===== config.mk =====
export PLATFORM = sky130hd
export DESIGN_NAME = reg_pipe
export DESIGN_NICKNAME = d
export VERILOG_FILES = /design/src/rtl/reg_pipe.sv
export SDC_FILE = /design/constraint.sdc
export NUM_CORES = 1
export LEC_CHECK = 0
export CAP_MARGIN = 20
export CORE_MARGIN = 2
export CORE_UTILIZATION = 25
export CTS_CLUSTER_DIAMETER = 150
export DETAILED_ROUTE_END_ITERATION = 10
export GPL_ROUTABILITY_DRIVEN = 0
export PLACE_DENSITY = 0.43
export SLEW_MARGIN = 20
export SYNTH_ARGS = -nofsm -noshare
export SYNTH_HDL_FRONTEND = slang
export SYNTH_SLANG_ARGS = --single-unit

===== constraint.sdc =====
create_clock -name clk -period 3.2 [get_ports clk]
set_input_delay 0.64 -clock clk [delete_from_list [all_inputs] [get_ports clk]]
set_output_delay 0.64 -clock clk [all_outputs]
set_load 0.05 [all_outputs]

===== src/rtl/reg_pipe.sv =====
// Flow-controlled WIDTH x DEPTH register pipeline with per-stage valid flags,
// ready/valid backpressure, bubble collapsing, synchronous flush and occupancy count.
//
// Handshake: a beat moves across an interface only in a cycle where valid and
// ready are both high at the rising edge; valid never waits on ready upstream,
// and ready here may depend combinationally on out_ready.
module reg_pipe #(
  parameter int WIDTH = 8,
  parameter int DEPTH = 4,
  localparam int CW = $clog2(DEPTH + 1)
) (
  input  logic             clk,
  input  logic             rst_n,
  input  logic             flush,
  input  logic             in_valid,
  input  logic [WIDTH-1:0] in_data,
  output logic             in_ready,
  output logic             out_valid,
  output logic [WIDTH-1:0] out_data,
  input  logic             out_ready,
  output logic [CW-1:0]    count
);

  logic [DEPTH-1:0] v;
  logic [WIDTH-1:0] data [DEPTH];
  logic [DEPTH-1:0] rdy;
  logic [CW-1:0]    count_q;
  logic             in_xfer;
  logic             out_xfer;

  // A stage can load when it is empty or its successor is loading; the chain
  // starts at out_ready and is walked from the output back to the entry.
  always_comb begin : rdy_chain
    logic chain;
    chain = out_ready;
    rdy   = '0;
    for (int i = DEPTH - 1; i >= 0; i--) begin
      chain  = !v[i] || chain;
      rdy[i] = chain;
    end
  end

  assign in_ready  = rdy[0] && !flush;
  assign out_valid = v[DEPTH-1];
  assign out_data  = data[DEPTH-1];
  assign count     = count_q;
  assign in_xfer   = in_valid && in_ready;
  assign out_xfer  = out_valid && out_ready;

  always_ff @(posedge clk) begin
    if (!rst_n) begin
      v       <= '0;
      count_q <= '0;
      for (int i = 0; i < DEPTH; i++) begin
        data[i] <= '0;
      end
    end else if (flush) begin
      // Data registers keep their contents; only occupancy is cleared.
      v       <= '0;
      count_q <= '0;
    end else begin
      if (rdy[0]) begin
        v[0] <= in_valid;
        if (in_valid) begin
          data[0] <= in_data;
        end
      end
      for (int i = 1; i < DEPTH; i++) begin
        if (rdy[i]) begin
          v[i] <= v[i-1];
          if (v[i-1]) begin
            data[i] <= data[i-1];
          end
        end
      end
      count_q <= count_q + CW'(in_xfer) - CW'(out_xfer);
    end
  end

endmodule


==> flow_metrics.py <==
metrics = {
    "logic_synthesis": {
        "syn_avg_cell_area_um2": 12.66,
        "synth.yosys.seq_area_share_pct": 57.97,
        "synth_cells": 150,
        "ys_ff_latch": 39,
        "ys_types": 34,
        "mappedNetlistNets": 166,
        "ys_warn_count": 0,
        "synthesis.area_um2": 1899,
    },
    "power": {
        "pwr-share-seq_pct": 59.1,
        "sw_frac_of_total_pct": 22.59,
        "p_clk_share_pct": 30.9,
        "vdd.ir_drop.worst_mv": 0.1343,
        "power_frac_comb_pct": 10.0,
        "power.net_switching_mw": 0.2219,
        "p_per_area_nw_per_um2": 429.9,
        "p_int_mw": 0.7604,
        "p_leak_nw": 0.7318,
    },
    "die": {
        "die_y_um": 91.16,
        "dieArea_um2": 8310,
        "fp-row-count": 31,
        "fp.coreArea_um2": 7292,
        "die_x_um": 91.16,
        "io_pins": 26,
        "initial_core_util_pct": 26.05,
    },
    "routing": {
        "postRouteAntennaNets": 0,
        "via_count": 1145,
        "totalWireLength_um": 3081,
        "drt-pass1-iter-count": 3,
        "wl_per_cell_um": 11.41,
        "post-route-drc-count": 0,
        "drt_iter0_drc": 48,
        "viasPerCell": 4.241,
    },
    "sta": {
        "hold_slack_ns": 0.5628,
        "fin_crit_sh_pct": 85.56,
        "fmax_mhz": 365.2,
        "fin_setup_tns_ns": 0,
        "max_slew_margin_pct": 50.12,
        "setup_violations": 0,
        "hold_viol_final": 0,
        "finClkSkew_ns": 0.004120,
        "report.final.slew_viol_count": 0,
        "worst_pin_slew_ns": 0.7482,
        "rsz0062_at_grt": "no",
        "post-route-min-period_ns": 2.738,
    },
    "global_routing": {
        "antenna_found_initial": 0,
        "grt_overflow": 0,
        "grt_pass1_vias": 1164,
        "grt_pass1_wl_um": 5306,
        "grt_max_degree": 21,
        "grtUsageTotal_pct": 8.172,
    },
    "clock_network": {
        "cts_buffer_depth": 2,
        "post_cts_buffers": 0,
        "cts.sinks": 39,
        "cts_tree": "done",
        "clk_pin_slew_ns": 0.07,
        "cts_buffers": 5,
        "post_cts_resized": 0,
        "cts_root_buffer": "clkbuf_8",
        "clk_latency_ns": 0.29,
        "htree_levels": 2,
        "cts_hold_buf": 0,
    },
    "placed_design": {
        "port_buffers": 25,
        "hpwl_um": 2246,
        "dp.cells": 262,
        "dpl_cell_area_um2": 2205,
    },
    "layout": {
        "fin_cells": 270,
        "final_area_um2": 2285,
        "insertedDiodeCount": 0,
        "drive_above_1_share_pct": 19.30,
        "final_util_pct": 31.33,
        "nNetsFinal": 186,
        "areaGrowthSynthToFinish_pct": 20.29,
        "n_fill_cell": 778,
    },
    "setup_path": {
        "cp.required_ns": 3.43,
        "critPathLaunchType": "input pin",
        "worst-path-max-fanout": 5,
        "endpoint_kind": "register",
        "worst-setup-path-type": "in2reg",
        "cp.arrival_ns": 2.96,
    },
    "job": {
        "drv_cap": 0,
    },
    "status": {
        "status": "finished, final reports clean",
    },
    "worst_hold_path": {
        "holdCritPathClass": "reg2reg",
    },
}
-- routing by layer --
metal / vias up / track usage (%) / wire length (um)
met3: 6 / 2.739 / 152
met5: - / 0 / 0
met1: 536 / 8.819 / 1327
met2: 24 / 14.20 / 1542
met4: 0 / 4.167 / 59
li1: 579 / - / -
-- registers in the layout, indices dropped and copies added (netlist names) --
name / cells
v: 4
count: 3
data: 32
-- stage by stage --
stage	total power [mW]	setup WS [ns]
4_1_cts	0.9959	0.4485
6_report	0.9822	0.4619
5_1_grt	1.024	0.3521
3_3_place_gp	0.6898	0.2201
3_5_place_dp	0.6914	0.1457
2_1_floorplan	0.6550	0.6242
-- synthesized netlist by cell type, drive strengths merged --
master   number  area, um2
edfxtp       32      960.9
nand2        24      90.09
buf          18      122.6
nor3         16      120.1
a2111oi       8      127.6
nor4b         8      70.07
dfxtp         7      140.1
inv           5      18.77
and2          3      18.77
clkbuf        3      11.26
nand2b        3      18.77
nor2          3      11.26
a21oi         2      10.01
ha            2      25.02
o21ai         2      10.00
o21ba         2      20.02
a211o         1      8.760
a221oi        1      8.760
and2b         1      7.510
and3b         1      8.760
and4b         1      13.76
clkinv        1      3.750
fa            1      20.02
nand3b        1      7.510
nand4b        1      8.760
o22ai         1      6.260
o31ai         1      7.510
xnor3         1      22.52
-- critical path, stage by stage --
cell,delay [ns]
clkdlybuf4s50_1,0.52
and4b_4,0.22
a211o_1,0.29
ha_1,0.27
inv_1,0.06
ha_1,0.12
inv_1,0.05
fa_1,0.35
xnor3_1,0.35
nor2_1,0.10
-- path summary, 6_finish.rpt --
check,cells past startpoint,slack (ns),start,to
max reg2reg,9,0.91,v[1],count[2]
min,2,0.56,count[2],count[2]
min reg2reg,2,0.56,count[2],count[2]
max,10,0.46,out_ready,count[2]
-- power groups by stage --
stage          sequential (mW)  combinational [mW]  clock (mW)
4_1_cts                  0.580               0.100       0.316
3_3_place_gp             0.592              0.0981           0
6_report                 0.580              0.0986       0.303
5_1_grt                  0.582               0.107       0.335
3_5_place_dp             0.592              0.0999           0
2_1_floorplan            0.590              0.0652           0
-- logic make-up (layout without fill, tap and decap cells) --
kind of cell / count (synthesis) / after routing / share of synthesized area (%)
compound gates: 18 / 18 / 10.47
fa+ha+maj: 3 / 3 / 2.371
simple gates: 62 / 62 / 19.76
flops: 39 / 39 / 57.97
xor+xnor: 1 / 1 / 1.186
buf+inv: 27 / 48 / 8.235
-- layout make-up --
| class | count | area [um2] | area share [%] |
|---|---|---|---|
| inverter | 6 | 22.52 | 0.9858 |
| sequential | 39 | 1101 | 48.19 |
| clock buffer | 6 | 72.57 | 3.176 |
| clock inverter | 2 | 7.507 | 0.3286 |
| tap | 99 | 123.9 | 5.422 |
| timing repair buffer | 34 | 315.3 | 13.80 |
| multi-input combinational | 84 | 641.9 | 28.09 |
-- layout by cell type (no fill, tap or decap), types with 3 or more instances in the layout --
master,netlist,final
edfxtp_1,32,32
nand2_1,24,24
clkdlybuf4s50_1,0,24
buf_4,8,10
nor4b_1,8,8
nor3_1,8,8
nor3_2,8,8
dfxtp_1,7,7
a2111oi_2,6,6
inv_1,5,5
clkbuf_8,0,5
and2_1,3,3
nand2b_1,3,3
clkinv_1,1,3
nor2_1,3,3
Power figures use the tool's default switching activity.
